### src/rtl/tl_d_channel_arbiter_if.sv
// TileLink D-channel bundle between NUM_IN packed requesters and one downstream response path.
interface tl_d_channel_arbiter_if #(
  parameter int NUM_IN = 4
);
  localparam int GW = (NUM_IN > 1) ? $clog2(NUM_IN) : 1;

  logic [NUM_IN-1:0]   io_in_valid;
  logic [NUM_IN-1:0]   io_in_ready;
  logic [3*NUM_IN-1:0] io_in_bits_opcode;
  logic [4*NUM_IN-1:0] io_in_bits_size;
  logic [7*NUM_IN-1:0] io_in_bits_source;

  logic                io_out_ready;
  logic                io_out_valid;
  logic [2:0]          io_out_bits_opcode;
  logic [3:0]          io_out_bits_size;
  logic [6:0]          io_out_bits_source;
  logic                io_out_last;
  logic [GW-1:0]       io_out_grant;

  modport slave (
    input  io_in_valid,
    input  io_in_bits_opcode,
    input  io_in_bits_size,
    input  io_in_bits_source,
    input  io_out_ready,
    output io_in_ready,
    output io_out_valid,
    output io_out_bits_opcode,
    output io_out_bits_size,
    output io_out_bits_source,
    output io_out_last,
    output io_out_grant
  );

  modport master (
    output io_in_valid,
    output io_in_bits_opcode,
    output io_in_bits_size,
    output io_in_bits_source,
    output io_out_ready,
    input  io_in_ready,
    input  io_out_valid,
    input  io_out_bits_opcode,
    input  io_out_bits_size,
    input  io_out_bits_source,
    input  io_out_last,
    input  io_out_grant
  );
endinterface

### src/rtl/tl_d_channel_arbiter.sv
// Round-robin arbiter sharing one TileLink D-channel response path among NUM_IN requesters.
// Define TL_D_ARB_BURST_LOCK_EN to hold the grant across multi-beat data bursts.
module tl_d_channel_arbiter #(
  parameter int NUM_IN     = 4,
  parameter int BEAT_BYTES = 8
) (
  input logic                   clock,
  input logic                   reset,
  tl_d_channel_arbiter_if.slave io
);
  localparam int            GW       = $clog2(NUM_IN);
  localparam logic [GW-1:0] LAST_IDX = GW'(NUM_IN - 1);

  if ((NUM_IN < 2) || (NUM_IN > 8) || (BEAT_BYTES < 4) || (BEAT_BYTES > 64) ||
      ((BEAT_BYTES & (BEAT_BYTES - 1)) != 0)) begin : g_param_check
    $error("tl_d_channel_arbiter: unsupported NUM_IN or BEAT_BYTES");
  end

  logic [GW-1:0]     rr_ptr_q;
  logic [GW-1:0]     rr_ptr_d;
  logic [GW-1:0]     rr_grant_s;
  logic [GW-1:0]     grant_s;
  logic [GW-1:0]     grant_inc_s;
  logic              sel_valid_s;
  logic [2:0]        sel_opcode_s;
  logic [3:0]        sel_size_s;
  logic [6:0]        sel_source_s;
  logic [NUM_IN-1:0] in_ready_s;
  logic              accept_s;

  // Round-robin pick: the valid requester closest above rr_ptr (wrapping) wins.
  always_comb begin
    rr_grant_s = {GW{1'b0}};
    for (int k = NUM_IN - 1; k >= 0; k--) begin
      for (int i = 0; i < NUM_IN; i++) begin
        if (io.io_in_valid[i] && (i == ((int'(rr_ptr_q) + k) % NUM_IN))) begin
          rr_grant_s = GW'(i);
        end else begin
          rr_grant_s = rr_grant_s;
        end
      end
    end
  end

  // Datapath mux driven by the current grant.
  always_comb begin
    sel_valid_s  = 1'b0;
    sel_opcode_s = 3'd0;
    sel_size_s   = 4'd0;
    sel_source_s = 7'd0;
    for (int i = 0; i < NUM_IN; i++) begin
      if (grant_s == GW'(i)) begin
        sel_valid_s  = io.io_in_valid[i];
        sel_opcode_s = io.io_in_bits_opcode[3*i +: 3];
        sel_size_s   = io.io_in_bits_size[4*i +: 4];
        sel_source_s = io.io_in_bits_source[7*i +: 7];
      end else begin
        sel_valid_s  = sel_valid_s;
      end
    end
  end

  // Only the granted requester sees downstream ready.
  always_comb begin
    in_ready_s = {NUM_IN{1'b0}};
    for (int i = 0; i < NUM_IN; i++) begin
      in_ready_s[i] = io.io_out_ready & (grant_s == GW'(i));
    end
  end

  assign accept_s    = sel_valid_s & io.io_out_ready;
  assign grant_inc_s = (grant_s == LAST_IDX) ? {GW{1'b0}} : grant_s + GW'(1);

`ifdef TL_D_ARB_BURST_LOCK_EN
  localparam int            LOG_BB  = $clog2(BEAT_BYTES);
  localparam int            CW      = 16 - LOG_BB;
  localparam logic [CW-1:0] CNT_ONE = {{(CW-1){1'b0}}, 1'b1};

  typedef enum logic [0:0] {
    ST_IDLE   = 1'b0,
    ST_LOCKED = 1'b1
  } state_e;

  state_e        state_q;
  state_e        state_d;
  logic [GW-1:0] lock_grant_q;
  logic [GW-1:0] lock_grant_d;
  logic [CW-1:0] beats_left_q;
  logic [CW-1:0] beats_left_d;
  logic          sel_multi_s;
  logic [3:0]    shamt_s;
  logic [CW-1:0] sel_beats_m1_s;
  logic          last_s;

  // Beats above one per beat-width: only AccessAckData / GrantData larger than a beat.
  assign sel_multi_s    = ((sel_opcode_s == 3'd1) || (sel_opcode_s == 3'd5)) &&
                          (sel_size_s > 4'(LOG_BB));
  assign shamt_s        = sel_size_s - 4'(LOG_BB);
  assign sel_beats_m1_s = (CNT_ONE << shamt_s) - CNT_ONE;

  // Grant is combinational while idle and latched for the whole burst.
  always_comb begin
    grant_s = rr_grant_s;
    case (state_q)
      ST_IDLE:   grant_s = rr_grant_s;
      ST_LOCKED: grant_s = lock_grant_q;
      default:   grant_s = rr_grant_s;
    endcase
  end

  // Last-beat flag for the beat currently presented.
  always_comb begin
    last_s = 1'b0;
    case (state_q)
      ST_IDLE:   last_s = ~sel_multi_s;
      ST_LOCKED: last_s = (beats_left_q == CNT_ONE);
      default:   last_s = 1'b0;
    endcase
  end

  // Next state: lock on a multi-beat first beat, release after the final beat.
  always_comb begin
    state_d      = state_q;
    lock_grant_d = lock_grant_q;
    beats_left_d = beats_left_q;
    rr_ptr_d     = rr_ptr_q;
    case (state_q)
      ST_IDLE: begin
        if (accept_s && sel_multi_s) begin
          state_d      = ST_LOCKED;
          lock_grant_d = grant_s;
          beats_left_d = sel_beats_m1_s;
        end else if (accept_s) begin
          rr_ptr_d     = grant_inc_s;
        end else begin
          state_d      = ST_IDLE;
        end
      end
      ST_LOCKED: begin
        if (accept_s && (beats_left_q == CNT_ONE)) begin
          state_d      = ST_IDLE;
          beats_left_d = {CW{1'b0}};
          rr_ptr_d     = grant_inc_s;
        end else if (accept_s) begin
          beats_left_d = beats_left_q - CNT_ONE;
        end else begin
          state_d      = ST_LOCKED;
        end
      end
      default: begin
        state_d = ST_IDLE;
      end
    endcase
  end

  // Burst state registers; reset abandons any partial burst.
  always_ff @(posedge clock or negedge reset) begin
    if (!reset) begin
      state_q      <= ST_IDLE;
      lock_grant_q <= {GW{1'b0}};
      beats_left_q <= {CW{1'b0}};
    end else begin
      state_q      <= state_d;
      lock_grant_q <= lock_grant_d;
      beats_left_q <= beats_left_d;
    end
  end

  assign io.io_out_last = last_s;
`else
  assign grant_s = rr_grant_s;

  // Every accepted beat re-arbitrates and advances the pointer.
  always_comb begin
    if (accept_s) begin
      rr_ptr_d = grant_inc_s;
    end else begin
      rr_ptr_d = rr_ptr_q;
    end
  end

  assign io.io_out_last = 1'b1;
`endif

  // Round-robin pointer register.
  always_ff @(posedge clock or negedge reset) begin
    if (!reset) begin
      rr_ptr_q <= {GW{1'b0}};
    end else begin
      rr_ptr_q <= rr_ptr_d;
    end
  end

  assign io.io_in_ready        = in_ready_s;
  assign io.io_out_valid       = sel_valid_s;
  assign io.io_out_bits_opcode = sel_opcode_s;
  assign io.io_out_bits_size   = sel_size_s;
  assign io.io_out_bits_source = sel_source_s;
  assign io.io_out_grant       = grant_s;

endmodule
### src/flat_wrapper.sv
// flat-port wrapper written by rule: the top's interface ports become plain ports
module tl_d_channel_arbiter_flat 
#(
  parameter int NUM_IN     = 4,
  parameter int BEAT_BYTES = 8
)
  (clock, reset, io_io_in_valid, io_io_in_bits_opcode, io_io_in_bits_size, io_io_in_bits_source, io_io_out_ready, io_io_in_ready, io_io_out_valid, io_io_out_bits_opcode, io_io_out_bits_size, io_io_out_bits_source, io_io_out_last, io_io_out_grant);
  tl_d_channel_arbiter_if #(.NUM_IN(NUM_IN)) io_i ();
  input logic clock;
  input logic reset;
  input wire logic [$bits(io_i.io_in_valid)-1:0] io_io_in_valid;
  input wire logic [$bits(io_i.io_in_bits_opcode)-1:0] io_io_in_bits_opcode;
  input wire logic [$bits(io_i.io_in_bits_size)-1:0] io_io_in_bits_size;
  input wire logic [$bits(io_i.io_in_bits_source)-1:0] io_io_in_bits_source;
  input wire logic [$bits(io_i.io_out_ready)-1:0] io_io_out_ready;
  output wire logic [$bits(io_i.io_in_ready)-1:0] io_io_in_ready;
  output wire logic [$bits(io_i.io_out_valid)-1:0] io_io_out_valid;
  output wire logic [$bits(io_i.io_out_bits_opcode)-1:0] io_io_out_bits_opcode;
  output wire logic [$bits(io_i.io_out_bits_size)-1:0] io_io_out_bits_size;
  output wire logic [$bits(io_i.io_out_bits_source)-1:0] io_io_out_bits_source;
  output wire logic [$bits(io_i.io_out_last)-1:0] io_io_out_last;
  output wire logic [$bits(io_i.io_out_grant)-1:0] io_io_out_grant;
  assign io_i.io_in_valid = io_io_in_valid;
  assign io_i.io_in_bits_opcode = io_io_in_bits_opcode;
  assign io_i.io_in_bits_size = io_io_in_bits_size;
  assign io_i.io_in_bits_source = io_io_in_bits_source;
  assign io_i.io_out_ready = io_io_out_ready;
  assign io_io_in_ready = io_i.io_in_ready;
  assign io_io_out_valid = io_i.io_out_valid;
  assign io_io_out_bits_opcode = io_i.io_out_bits_opcode;
  assign io_io_out_bits_size = io_i.io_out_bits_size;
  assign io_io_out_bits_source = io_i.io_out_bits_source;
  assign io_io_out_last = io_i.io_out_last;
  assign io_io_out_grant = io_i.io_out_grant;
  tl_d_channel_arbiter #(.NUM_IN(NUM_IN), .BEAT_BYTES(BEAT_BYTES)) u_core (.clock(clock), .reset(reset), .io(io_i));
endmodule
### config.mk
export PLATFORM = sky130hd
export DESIGN_NAME = tl_d_channel_arbiter_flat
export DESIGN_NICKNAME = d
export VERILOG_FILES = /design/src/rtl/tl_d_channel_arbiter_if.sv /design/src/rtl/tl_d_channel_arbiter.sv /design/src/flat_wrapper.sv
export SDC_FILE = /design/constraint.sdc
export NUM_CORES = 1
export LEC_CHECK = 0
export ABC_CLOCK_PERIOD_IN_PS = 5200
export CAP_MARGIN = 20
export CORE_MARGIN = 8
export CORE_UTILIZATION = 29
export CTS_CLUSTER_DIAMETER = 60
export DETAILED_ROUTE_END_ITERATION = 16
export PLACE_DENSITY = 0.87
export SYNTH_ARGS = -nofsm -noshare
export SYNTH_HDL_FRONTEND = slang
export SYNTH_SLANG_ARGS = --single-unit
### constraint.sdc
create_clock -name clock -period 5.2 [get_ports clock]
set_clock_uncertainty 0.1 [all_clocks]
set_input_delay 0.52 -clock clock [delete_from_list [all_inputs] [get_ports clock]]
set_output_delay 0.52 -clock clock [all_outputs]
set_load 0.01 [all_outputs]
==> flow_summary.rst <==
.. list-table::
   :header-rows: 1

   * - Metric
     - Value
   * - Outcome
     - complete, no violations
   * - Worst hold slack after final layout
     - 0.353 ns
   * - Worst supply voltage drop on vdd
     - 304 uV
   * - Fill count
     - 215
   * - Sequential cell area
     - 50.0 sq um
   * - CTS tree
     - done
   * - Reg-to-reg slack, setup
     - 2.38 ns
   * - Wire length of the first global-routing pass
     - 5250 um
   * - Headroom to the max-slew limit
     - 59.5%
   * - Vias post-DR
     - 1,098
   * - Final critical path time including I/O delays and setup
     - 4.03 ns
   * - Chip width
     - 66.3 um
   * - Area added between synthesis and finish
     - 118%
   * - RSZ-0062 raised after global routing
     - false
   * - Transition time at the pin with the least slew margin
     - 0.607 ns
   * - Top Registers
     - u_core.rr_ptr_q (2)
   * - Number of maximum-capacitance violations
     - 0
   * - Post-Syn Instances
     - 103
   * - Worst r2r dst
     - u_core.rr_ptr_q[0]
   * - Switching power share of the total
     - 43.9%
   * - Hold buffer count at cts
     - 0
   * - Max stage delay cell, worst path
     - sky130_fd_sc_hd__ha_1
   * - DRC viols
     - 0
   * - Biggest cell delay along the critical path
     - 0.66 ns
   * - Number of pins with negative max-slew slack in the final report
     - 0
   * - Most area-hungry cell type in the Yosys netlist
     - sky130_fd_sc_hd__a221oi_1
   * - Share of the synthesized area in compound gates (AO/OA/AOI/OAI)
     - 42.0%
   * - Number of CTS-inserted buffers
     - 3
   * - Post-Synth Adder-Cell Area
     - 6.83%
   * - Post-synth cell types
     - 29
   * - Wire length per cell after detailed routing
     - 16.6 um
   * - Cell at the root of the clock tree
     - sky130_fd_sc_hd__clkbuf_4
   * - Total die area
     - 4390 sq um
   * - Main combinational cell family by area after synthesis
     - compound AO/OA/AOI/OAI gates
   * - Largest cells by area after synthesis
     - sky130_fd_sc_hd__a221oi_1 16%, sky130_fd_sc_hd__o31ai_1 13%, sky130_fd_sc_hd__nor2b_1 12%, sky130_fd_sc_hd__nand2_1 8.2%, sky130_fd_sc_hd__dfrtp_1 6.8%
   * - Total of flip-flops plus latches after synthesis
     - 2
   * - Leakage dissipation
     - 0.000606 uW
   * - Setup slack after layout
     - 1.17 ns
   * - Routability Congestion
     - 0.762
   * - Post-synthesis xor/xnor area fraction
     - 0%
   * - Worst-case setup slack after placement
     - 1.21 ns
   * - Final Setup Violations
     - 0
   * - Post-synthesis mux area share
     - 2.05%
   * - Drt total wl
     - 3550 um
   * - Nets@finish
     - 252
   * - Critical path capture point type
     - output port
   * - Portion of the post-synthesis area used by sequential elements
     - 6.83%
   * - Number of cell instances on the worst register-to-register path
     - 7
   * - Clock sink count
     - 2
   * - Drt via density
     - 5.15
   * - Proportion of power drawn by combinational gates
     - 90.4%
   * - Max Buffers Root-to-Sink
     - 2
   * - Internal power component
     - 408 uW
   * - Crit path required time
     - 4.58 ns
   * - Number of port buffers
     - 83
   * - Antenna-violating nets left
     - 0
   * - Number of top-level pins
     - 85
   * - Clock latency on the worst-skew pair
     - 0.23 ns
   * - Flip-flop count of the largest register, all copies and words added
     - 2
   * - Critical path origin
     - io_io_in_valid[0]
   * - Top Family by Delay on Critical Path
     - buffers and inverters
   * - Highest fanout seen on the critical path
     - 19
   * - Average instance area after synthesis
     - 7.12 sq um
   * - Register with the most flip-flops
     - u_core.rr_ptr_q
   * - Critical path, cell by cell
     - clkdlybuf4s50_1 > nand2b_1 > nor2_1 > a211oi_1 > ha_1 > buf_4 > nand2_1 > o31ai_1 > clkdlybuf4s50_1
   * - H-tree depth reported by CTS
     - 1
   * - Largest net degree at the start of global routing
     - 32
   * - Clock Power Share
     - 4.7%
   * - ANT cells
     - 0
   * - Combined area of the multi-input logic cells
     - 619 sq um
   * - Critical path buffer and inverter count
     - 3
   * - Total of warnings raised by yosys
     - 0
   * - Gr usage total
     - 14.8%
   * - Startpoint Class
     - input pin
   * - Sequential Power Share
     - 4.8%
   * - Startpoint of the most critical register-to-register path
     - u_core.rr_ptr_q[1]
   * - Classification of the worst-slack hold path
     - in2async
   * - Final cycle utilization of the critical path
     - 77.6%
   * - Simple-gate share of the synthesized area
     - 33.1%
   * - Vertical die dimension
     - 66.3 um
   * - Net count of the mapped netlist
     - 170
   * - Via count of the first global-routing pass
     - 1,152
   * - Net switching power
     - 319 uW
   * - Initial Utilization
     - 30.1%
   * - First-pass iteration count of the detailed router
     - 4
   * - Synth top area share
     - 15.5%
   * - Row cnt
     - 18
   * - Ratio of cells with drive above 1 in the final layout
     - 6.56%
   * - Dominant cell type by count on the critical path
     - sky130_fd_sc_hd__clkdlybuf4s50_1
   * - Sum of negative setup slack
     - 0 ns
   * - Core box area
     - 2430 sq um
   * - Crit. path cell count
     - 9
   * - Antenna violations before repair
     - 0
   * - Number of hold violations in the final report
     - 0
   * - Critical path arrival
     - 3.41 ns
   * - Non-filler cells, final
     - 213
   * - DPL Wire Length
     - 2920 um
   * - Overflow left after global routing
     - 0
   * - # placed instances
     - 210
   * - Overall power of the completed layout
     - 727 uW
   * - Post CTS Setup Buffer Count
     - 0
   * - Type of the worst setup path
     - in2out
   * - CTS-repair resized insts
     - 0
   * - Clock Pin Slew Worst Setup and Hold Paths
     - 0.04 ns
   * - Total power divided by cell area
     - 454 nW/um^2
   * - Synth Cell Area
     - 733 sq um
   * - FMAX
     - 0.248 GHz
   * - DRC marker count from the first detailed-route iteration
     - 66
-- Yosys cell counts --
cell type and instances:
sky130_fd_sc_hd__a221oi_1 13, sky130_fd_sc_hd__a311o_1 1, sky130_fd_sc_hd__inv_1 3, sky130_fd_sc_hd__a31oi_1 1, sky130_fd_sc_hd__buf_4 1, sky130_fd_sc_hd__and2b_1 1
sky130_fd_sc_hd__ha_1 4, sky130_fd_sc_hd__a21oi_1 6, sky130_fd_sc_hd__and2_1 4, sky130_fd_sc_hd__nand3b_1 1, sky130_fd_sc_hd__nor3b_1 1, sky130_fd_sc_hd__conb_1 1
sky130_fd_sc_hd__buf_2 3, sky130_fd_sc_hd__nor2b_1 14, sky130_fd_sc_hd__dfrtp_1 2, sky130_fd_sc_hd__clkbuf_1 5, sky130_fd_sc_hd__a211oi_2 1, sky130_fd_sc_hd__nand2_1 16
sky130_fd_sc_hd__nor2_1 1, sky130_fd_sc_hd__a211oi_1 1, sky130_fd_sc_hd__nand2_2 1, sky130_fd_sc_hd__a211oi_4 1, sky130_fd_sc_hd__nand2b_1 2, sky130_fd_sc_hd__buf_6 1
sky130_fd_sc_hd__nand3_1 1, sky130_fd_sc_hd__mux2_4 1, sky130_fd_sc_hd__nand3b_4 1, sky130_fd_sc_hd__o31ai_1 13, sky130_fd_sc_hd__o21ai_0 2
-- worst register-to-register path: stages, from the launching register on --
cell and delay (ns):
sky130_fd_sc_hd__dfrtp_1 0.45, sky130_fd_sc_hd__o21ai_0 0.14, sky130_fd_sc_hd__a211oi_1 0.53, sky130_fd_sc_hd__ha_1 0.66
sky130_fd_sc_hd__a211oi_2 0.10, sky130_fd_sc_hd__a211oi_4 0.34, sky130_fd_sc_hd__nand2_2 0.09, sky130_fd_sc_hd__mux2_4 0.30
-- power groups by stage --
| stage | Sequential, uW | Clock, uW | Combinational [uW] |
|---|---|---|---|
| 2_1_floorplan | 31.6 | 0 | 355 |
| 3_3_place_gp | 34.1 | 0 | 645 |
| 3_5_place_dp | 34.6 | 0 | 663 |
| 4_1_cts | 34.5 | 35.0 | 666 |
| 5_1_grt | 36.1 | 38.4 | 713 |
| 6_report | 35.0 | 34.5 | 658 |
-- cell type report --
| cell class | instances | area share [%] |
|---|---|---|
| timing repair buffer | 87 | 53.7 |
| multi-input combinational | 88 | 38.7 |
| sequential | 2 | 3.12 |
| tap | 30 | 2.34 |
| clock buffer | 3 | 1.41 |
| inverter | 3 | 0.703 |
-- cell families (layout without fill, tap and decap cells) --
group | count (synthesis) | count (layout)
adders and majority gates | 4 | 4
muxes | 1 | 1
buffers and inverters | 13 | 93
DFF | 2 | 2
AOI/OAI and AO/OA | 39 | 39
and+or+nand+nor | 43 | 43
other | 1 | 1
-- layer usage --
metal | vias to the layer above | track usage (%) | wire length, um
met5 | - | 0 | 0
met4 | 0 | 3.20 | 17
met3 | 2 | 4.92 | 298
met2 | 48 | 28.7 | 1910
met1 | 503 | 14.6 | 1320
li1 | 545 | - | -
-- cell usage in the layout, fill, tap and decap left out, types with 2 or more instances in the layout --
cell type / count
sky130_fd_sc_hd__ha_1: 4
sky130_fd_sc_hd__inv_1: 3
sky130_fd_sc_hd__buf_4: 4
sky130_fd_sc_hd__dfrtp_1: 2
sky130_fd_sc_hd__a221oi_1: 13
sky130_fd_sc_hd__clkdlybuf4s50_1: 83
sky130_fd_sc_hd__nand2b_1: 2
sky130_fd_sc_hd__o31ai_1: 13
sky130_fd_sc_hd__o21ai_0: 2
sky130_fd_sc_hd__clkbuf_4: 3
sky130_fd_sc_hd__and2_1: 4
sky130_fd_sc_hd__a21oi_1: 6
sky130_fd_sc_hd__nand2_1: 16
sky130_fd_sc_hd__nor2b_1: 14
-- per-stage QoR --
step | area [sq um] | util (%)
finish | 1600 | 65.8
global route | 1600 | 65.8
CTS | 1600 | 65.8
detailed placement | 1580 | 64.9
global placement | 1580 | 64.9
floorplan | 733 | -
-- worst max path at each step --
stage                                    end  slack [ns]
floorplan           io_io_out_bits_opcode[0]        2.11
global placement             io_io_out_valid        1.29
detailed placement  io_io_out_bits_source[4]        1.21
CTS                 io_io_out_bits_source[4]        1.18
global route        io_io_out_bits_source[4]        0.95
finish              io_io_out_bits_source[4]        1.17
Power figures use the tool's default switching activity.
